## config.mk

```make
export PLATFORM = sky130hd
export DESIGN_NAME = retire_store_buffer
export DESIGN_NICKNAME = d
export VERILOG_FILES = /design/src/rtl/retire_store_buffer_pkg.sv /design/src/rtl/retire_store_buffer_fwd.sv /design/src/rtl/retire_store_buffer.sv
export SDC_FILE = /design/constraint.sdc
export NUM_CORES = 2
export LEC_CHECK = 0
export CAP_MARGIN = 20
export CORE_ASPECT_RATIO = 1.25
export CORE_MARGIN = 3
export CORE_UTILIZATION = 40
export CTS_CLUSTER_SIZE = 24
export DETAILED_ROUTE_END_ITERATION = 12
export SLEW_MARGIN = 20
export SYNTH_ARGS = -nofsm -noshare
export SYNTH_HDL_FRONTEND = slang
export SYNTH_HIERARCHICAL = 1
export SYNTH_SLANG_ARGS = --single-unit
```

## constraint.sdc

```tcl
create_clock -name clock -period 8.2 [get_ports clock]
set_input_delay 1.64 -clock clock [delete_from_list [all_inputs] [get_ports clock]]
set_output_delay 1.64 -clock clock [all_outputs]
set_load 0.1 [all_outputs]
```

## src/rtl/retire_store_buffer_pkg.sv

```systemverilog
// retire_store_buffer_pkg: shared bus encodings, entry type and helpers for the retire store buffer.
// Rev 1.0
`default_nettype none

package retire_store_buffer_pkg;

  localparam int XLEN             = 32;
  localparam int SB_DEPTH_DEFAULT = 8;

  typedef enum logic [1:0] {
    BUS_NONE  = 2'h0,
    BUS_LOAD  = 2'h1,
    BUS_STORE = 2'h2
  } bus_command_t;

  typedef enum logic [1:0] {
    BYTE   = 2'h0,
    HALF   = 2'h1,
    WORD   = 2'h2,
    DOUBLE = 2'h3
  } mem_size_t;

  typedef struct packed {
    logic            valid;
    logic [XLEN-1:0] addr;
    logic [63:0]     data;
  } sb_entry_t;

  function automatic logic same_dword(input logic [XLEN-1:0] a, input logic [XLEN-1:0] b);
    return a[XLEN-1:3] == b[XLEN-1:3];
  endfunction

endpackage

`default_nettype wire

```

## src/rtl/retire_store_buffer_fwd.sv

```systemverilog
// store_buffer_fwd: youngest-first dword match over buffered entries and the incoming store.
// Rev 1.0
`default_nettype none

module store_buffer_fwd
  import retire_store_buffer_pkg::*;
#(
  parameter  int SB_DEPTH = SB_DEPTH_DEFAULT,
  localparam int PW       = $clog2(SB_DEPTH)
) (
  input  sb_entry_t        entries [SB_DEPTH],
  input  logic [PW-1:0]    head,
  input  logic             store_en,
  input  logic [XLEN-1:0]  store_addr,
  input  logic [63:0]      store_data,
  input  logic [XLEN-1:0]  ld_addr,
  output logic             hit,
  output logic [63:0]      data
);

  logic [PW-1:0] idx;

  // Walk oldest to youngest so a later (younger) match overrides an earlier one.
  always_comb begin
    hit  = 1'b0;
    data = '0;
    idx  = '0;
    for (int i = 0; i < SB_DEPTH; i++) begin
      idx = head + PW'(i);
      if (entries[idx].valid && same_dword(entries[idx].addr, ld_addr)) begin
        hit  = 1'b1;
        data = entries[idx].data;
      end
    end
    if (store_en && same_dword(store_addr, ld_addr)) begin
      hit  = 1'b1;
      data = store_data;
    end
  end

endmodule

`default_nettype wire

```

## src/rtl/retire_store_buffer.sv

```systemverilog
// retire_store_buffer: in-order committed-store FIFO that drains to data memory and forwards to loads.
// Rev 1.0
`default_nettype none

module retire_store_buffer
  import retire_store_buffer_pkg::*;
#(
  parameter  int SB_DEPTH        = SB_DEPTH_DEFAULT,
  parameter  bit OVERFLOW_ASSERT = 1'b1,
  localparam int PW              = $clog2(SB_DEPTH),
  localparam int CW              = PW + 1
) (
  input  logic             clock,
  input  logic             reset,
  input  logic             store_en,
  input  logic [XLEN-1:0]  store_addr,
  input  logic [63:0]      store_data,
  input  logic [3:0]       mem2proc_response,
  output bus_command_t     proc2Dmem_command,
  output logic [XLEN-1:0]  proc2Dmem_addr,
  output logic [63:0]      proc2Dmem_data,
  output mem_size_t        proc2Dmem_size,
  input  logic [XLEN-1:0]  ld_addr,
  output logic             ld_hit,
  output logic [63:0]      ld_data,
  output logic [CW-1:0]    sb_count,
  output logic             sb_empty,
  output logic             sb_almost_full,
  output logic             sb_overflow
);

  sb_entry_t     entries [SB_DEPTH];
  logic [CW-1:0] head, tail, count;
  logic [PW-1:0] head_idx, tail_idx, young_idx;
  logic          head_valid, full, pop, coalesce, push, drop;

  assign head_idx   = head[PW-1:0];
  assign tail_idx   = tail[PW-1:0];
  assign young_idx  = tail_idx - PW'(1);
  assign count      = tail - head;
  assign head_valid = (count != '0);
  assign full       = (count == CW'(SB_DEPTH));
  assign pop        = head_valid && (mem2proc_response != 4'h0);

  // Rewriting the head is harmless until memory accepts it; only an accepted head must stay intact.
  assign coalesce = store_en && head_valid
                 && same_dword(entries[young_idx].addr, store_addr)
                 && !((young_idx == head_idx) && pop);
  assign push     = store_en && !coalesce && (!full || pop);
  assign drop     = store_en && !coalesce && full && !pop;

  always_ff @(posedge clock or negedge reset) begin
    if (!reset) begin
      head        <= '0;
      tail        <= '0;
      sb_overflow <= 1'b0;
      for (int i = 0; i < SB_DEPTH; i++) entries[i] <= '0;
    end else begin
      if (pop) begin
        entries[head_idx].valid <= 1'b0;
        head                    <= head + CW'(1);
      end
      if (coalesce) entries[young_idx].data <= store_data;
      // When full, push and pop share a slot; the push is written last so it wins.
      if (push) begin
        entries[tail_idx] <= '{valid: 1'b1, addr: {store_addr[XLEN-1:3], 3'b000}, data: store_data};
        tail              <= tail + CW'(1);
      end
      if (drop) sb_overflow <= 1'b1;
    end
  end

  assign proc2Dmem_command = head_valid ? BUS_STORE : BUS_NONE;
  assign proc2Dmem_addr    = head_valid ? entries[head_idx].addr : '0;
  assign proc2Dmem_data    = head_valid ? entries[head_idx].data : '0;
  assign proc2Dmem_size    = DOUBLE;
  assign sb_count          = count;
  assign sb_empty          = !head_valid && !store_en;
  assign sb_almost_full    = (count >= CW'(SB_DEPTH - 1));

  store_buffer_fwd #(.SB_DEPTH(SB_DEPTH)) u_fwd (
    .entries    (entries),
    .head       (head_idx),
    .store_en   (store_en),
    .store_addr (store_addr),
    .store_data (store_data),
    .ld_addr    (ld_addr),
    .hit        (ld_hit),
    .data       (ld_data)
  );

  a_store_aligned: assert property (@(posedge clock) disable iff (!reset)
    store_en |-> (store_addr[2:0] == 3'b000));

  generate
    if (OVERFLOW_ASSERT) begin : g_overflow_check
      a_no_overflow: assert property (@(posedge clock) disable iff (!reset) !drop);
    end
  endgenerate

endmodule

`default_nettype wire

```

# Yosys cells after proc, flatten, opt, wreduce, memory -nomap -nowiden
# Index checks and enable logic that the tools add are counted.
# op_classes
n_addsub	11
order_cmp	14
n_eq_ne	12
n_mux	60
n_bitwise	10
reduce_logical	31
# ops
operator	n
$bmux W97 S3	9
$bwmux W776	3
$mux W776	3
$mux W97	18
$demux W97 S3	3
$mux W64	11
$eq A29 B29 Y1	10
$mux W96	2
$ge A4 B4 Y1 const B	10
$not A3 Y4	10
$mux W32	1
$logic_and A1 B1 Y1	22
$add A3 B3 Y3 const B	4
$lt A4 B1 Y1 const B	3
$mux W1	9
$add A4 B1 Y4 const B	2
$reduce_bool A4 Y1	2
$add A3 B2 Y3 const B	2
$logic_not A1 Y1	6
$eq A4 B4 Y1 const B	1
$ge A4 B3 Y1 const B	1
$sub A4 B4 Y4	1
$add A3 B1 Y3 const B	1
$eq A3 B3 Y1	1
3 further kinds	3
# totals
regBits	785
input_bits	135
output_inout_bits	172
elab_cells	165

# Logic depth before layout (Yosys ltp)
# depth
ltp_word	15
ltp_mapped	29
ltp_nobuf	12

# Cells and area by module
# The synthesis kept the hierarchy.
# by_module_without_submodules
module	n_inst	cells_per_inst	area_per_inst_um2	seq_area_each_um2
retire_store_buffer	1	2780	37785.0	19043.3
store_buffer_fwd	1	3910	37375.8	0.0

# Worst setup path before layout
# Ideal clock, no wire load.
# synth_path
path_kind	flip-flop to output port
from	register head[1]
to	output port ld_data[61]
arrival_time_ns	7.877
t_required_ns	6.560
path_slack_ns	-1.317
path_stages_with_launch	24
path_buffers	11
path_cell_list	dfrtp_1 buf_2 buf_4 buf_4 buf_4 buf_4 buf_1 clkbuf_1 buf_1 inv_1 ha_1 buf_4 buf_2 mux2_2 a22oi_2 o311ai_1 a2111oi_0 o2111ai_1 or4_4 buf_6 a211o_1 o311a_1 o221a_1 o31ai_1
# synth_between
elab_chain_cells	15
elab_cells_between_ends	64
cone_classes	7 x add/sub; 8 x eq/ne; 33 x mux; 8 x bitwise; 8 x reduce/logical
# synth_rtl
element	line_no	source
start: declaration	retire_store_buffer.sv:33	logic [CW-1:0] head, tail, count;
start signal: assignment	retire_store_buffer.sv:61	head <= head + CW'(1);
$add A3 B1 Y3 / $not A3 Y4 (equally long branches)	retire_store_buffer_fwd.sv:29, retire_store_buffer_fwd.sv:30, retire_store_buffer_fwd.sv:32	
$not A3 Y4 (not written as such) / $bmux W97 S3 (equally long branches)	retire_store_buffer_fwd.sv:30, retire_store_buffer_fwd.sv:32	
$bmux W97 S3 / $mux W97 (equally long branches)	retire_store_buffer_fwd.sv:30, retire_store_buffer_fwd.sv:32	
$mux W97, on equally long branches	retire_store_buffer_fwd.sv:30, retire_store_buffer_fwd.sv:32	
$mux W97 (not written as such) / $eq A29 B29 Y1 (equally long branches)	retire_store_buffer_fwd.sv:30, retire_store_buffer_pkg.sv:30	
$eq A29 B29 Y1 / $logic_and A1 B1 Y1 (equally long branches)	retire_store_buffer_pkg.sv:30, retire_store_buffer_fwd.sv:30	
$logic_and A1 B1 Y1 / $mux W64 (equally long branches)	retire_store_buffer_fwd.sv:30	if (entries[idx].valid && same_dword(entries[idx].addr, ld_addr)) begin
$mux W64 (6 in a row)	retire_store_buffer_fwd.sv:30	
$mux W64 *	retire_store_buffer_fwd.sv:30	
$mux W64 *	retire_store_buffer_fwd.sv:35	if (store_en && same_dword(store_addr, ld_addr)) begin
end: declaration	retire_store_buffer.sv:25	output logic [63:0] ld_data,
# Every way passes the cells marked *; elsewhere a longest branch is shown, timed or not. The select of a mux whose other input is x is not followed.

# Final worst setup path
# layout_path
from	register head[0]
to	output port ld_data[17]
# Same word-level chain as after synthesis.

==> metrics.md <==
| Metric | Value |
|---|---|
| Via Count | 64100 |
| Syn Std Cell Area | ~0.075 mm^2 |
| Detailed Routing Iterations Pass 1 | 7 |
| Initial antenna violation count | 22 |
| First-pass GRT wire length | between 400000 and 500000 um |
| Crit start category | flop |
| HP Start | sb_overflow |
| Largest net degree at the start of global routing | 166 |
| Met1 usage | 39.7% |
| Starting Density | between 40% and 50% |
| Final setup viols | 0 |
| Top cell type's share of synthesized area | 25.3% |
| R2R cell count | 15 |
| IO Count | 307 |
| Multi-input gate area | 0.0531 mm^2 |
| GR peak layer | met2 |
| Die X | 394 um |
| Mapped Avg Cell Area | 11.2 um^2 |
| Row Count | approximately 180 |
| Met3 GRT Util | 7.02% |
| Synth cell types | 96 |
| Final wirelength | 315000 um |
| CP Capture Type | output port |
| Number of global-route vias before repair | 61900 |
| TritonCTS Buffers | 90 |
| CTS tree | done |
| Area growth, synth to finish | 13.4% |
| Htree depth | 3 |
| First DRT Iteration DRCs | 7565 |
| Overall fraction of global-route tracks in use | 31.7% |
| Count of input and output buffers | 294 |
| Post-route cell area | between 0.08 and 0.09 mm^2 |
| Synth top area cells | dfrtp_1 25%, mux4_2 24%, mux2i_1 12% |
| Routing usage on met2 | between 50% and 60% |
| Tcrit/Tclk final | 97.5% |
| R2R Setup Slk | 1.23 ns |
| Nets | 6784 |
| Crit path time final | ~8 ns |
| # DRC | 0 |
| Max-cap violations | 0 |
| Cells after Synth | 6690 |
| RR Endpoint | entries[53] |
| Synth warn | 6 |
| Clk slew on worst S/H paths | about 0.060 ns |
| Routability Congestion | approximately 1.1 |
| Max incr delay on CP | 0.82 ns |
| FFs w/ async S/R, synth | 100% |
| Final Skew | 0.0417 ns |
| Top-count cell post-synth | mux2i_1 |
| DP HPWL | 209000 um |
| Final hold vios | 0 |
| Ys flop type | dfrtp_1 |
| CP Max Fanout | slightly above 90 |
| CP startpoint | head[0] |
| Arr. time, crit path | 6.36 ns |
| Cell chain of the critical path | buf_4 > buf_12 > mux4_2 > xnor2_1 > nand4_1 > o22ai_1 > o2111ai_1 > a221oi_1 > buf_4 > nand2_4 > buf_4 > o311a_1 > o221a_2 > o21ai_4 > buf_12 |
| Reg2reg start | tail[0] |
| Core area | ~0.19 mm^2 |
| Register Area | approximately 0.019 mm^2 |
| Die height | slightly below 500 um |
| F_max | approximately 130 MHz |
| Hold Path Depth | 1 |
| Wire per inst | 34.2 um |
| Clock tree buffer depth | 3 |
| Hold/Removal Path Class | flop to flop |
| Die Area | 0.193 mm^2 |
| Hold EP | sb_overflow |
| EDFF count, synth | 0 |
| Share of layout cells above drive strength 1 | a little under a third |
| CP bufs+invs | 5 |
| Post-synth top area cell | dfrtp_1 |
| Seq cells post-synth | 761 |
| Relative slew slack | a little over a fifth |
| Fin. max-slew vios | 0 |
| Placed instance area | 0.0822 mm^2 |
| Sequential cell area fraction in the yosys report | 25.3% |
| Via-to-Cell Ratio | 6.95 |
| CTS root buf | clkbuf_16 |
| Crit-path slowest cell | a221oi_1 |
| Slew @ Worst Pin | 1.18 ns |
| Worst-Skew Late Latency | 0.75 ns |
| Critical Path RT | between 6 and 7 ns |
| Hold bufs inserted after CTS | 0 |
| Kind of cell adding the most delay to the critical path | compound AO/OA/AOI/OAI gates |
| Grt total ovfl | 0 |
| TritonCTS sink count | 761 |
| Status | finished, final reports clean |
| Setup repair after global routing missed its margin | false |
| ANT nets after route | 0 |
| Cell repeated most along the worst path | buf_4 |
| Synth cell count leaders | 871 x mux2i_1, 795 x mux4_2, 761 x dfrtp_1 |
| Crit path kind | flop to output port |
| Fillcell total | 17200 |
## how the worst max path moves through the flow
stage / to / slack [ns] / cells after the start
6_report: ld_data[17] / 0.20 / 15
5_1_grt: ld_data[45] / 0.13 / 16
4_1_cts: ld_data[59] / 0.01 / 16
3_5_place_dp: ld_data[17] / 0.50 / 14
3_3_place_gp: ld_data[59] / 0.48 / 14
2_1_floorplan: ld_data[61] / -0.45 / 23
## cell families after synthesis
family          share of synthesized area [%]
buf+inv                                  5.31
mux                                      47.7
flops                                    25.3
other cells                           0.00999
compound gates                           10.5
simple gates                             7.86
fa+ha+maj                               0.160
xor+xnor                                 3.09
## cells in the final DEF (no fill, tap or decap), types with 15 or more instances in the layout
| cell | instances |
|---|---|
| a211o_1 | 65 |
| a21boi_0 | 62 |
| a21oi_1 | 102 |
| a221oi_1 | 24 |
| a22oi_1 | 194 |
| a31oi_1 | 18 |
| and2_1 | 20 |
| and3_1 | 109 |
| buf_12 | 142 |
| buf_4 | 189 |
| clkbuf_1 | 15 |
| clkbuf_16 | 91 |
| clkdlybuf4s50_1 | 223 |
| clkinv_2 | 22 |
| dfrtp_1 | 757 |
| inv_1 | 91 |
| mux2_1 | 87 |
| mux2_2 | 713 |
| mux2i_1 | 871 |
| mux4_2 | 795 |
| nand2_1 | 642 |
| nand2b_1 | 25 |
| nand3_1 | 62 |
| nand4_1 | 45 |
| nor2_1 | 261 |
| nor3_1 | 32 |
| nor4_1 | 27 |
| o211ai_1 | 16 |
| o21ai_0 | 106 |
| o21ai_4 | 64 |
| o221a_1 | 43 |
| o221a_2 | 21 |
| o221ai_1 | 74 |
| o22ai_1 | 106 |
| o311a_1 | 64 |
| xnor2_1 | 190 |
| xor2_1 | 63 |
## sequential cells by signal (all words and copies together) (netlist names)
signal and cells:
tail 4, sb_overflow 1, head 4, entries 752
## through the flow
stage	setup slack [ns]	instances	hold WS (ns)	setup TNS, ns	util, %
after detailed placement	0.504	9051	0.465	0	44.1
after floorplan	-0.451	6694	0.460	-0.451	-
final	0.202	9221	0.481	0	45.7
after global routing	0.130	9216	0.504	0	45.7
after global placement	0.480	9051	0.472	0	44.1
after CTS	0.0126	9212	0.481	0	45.7
## final cells by class
type / instances / share of cell area, %
Multi-Input combinational cell: 5128 / 62.3
Sequential cell: 761 / 22.4
Timing Repair Buffer: 558 / 7.66
Tap cell: 2506 / 3.68
Clock buffer: 119 / 2.95
Clock inverter: 42 / 0.608
Inverter: 101 / 0.446
Antenna cell: 6 / 0.0176
## routing by layer
layer  part of all wire (%)  routed length (um)
met1                     37              116000
met4                    7.0               21900
met2                     46              145000
met5                  0.039                 123
met3                     10               32600
## repair_timing
item | CTS | global route
setup buffers | 0 | 3
pin swaps | 0 | 0
setup endpoints to repair | 5 | 46
resized for setup | 1 | 2
Power is left out: the tool's default activity adds up to more than one toggle a clock period on the data nets, which glitch-free logic cannot reach.
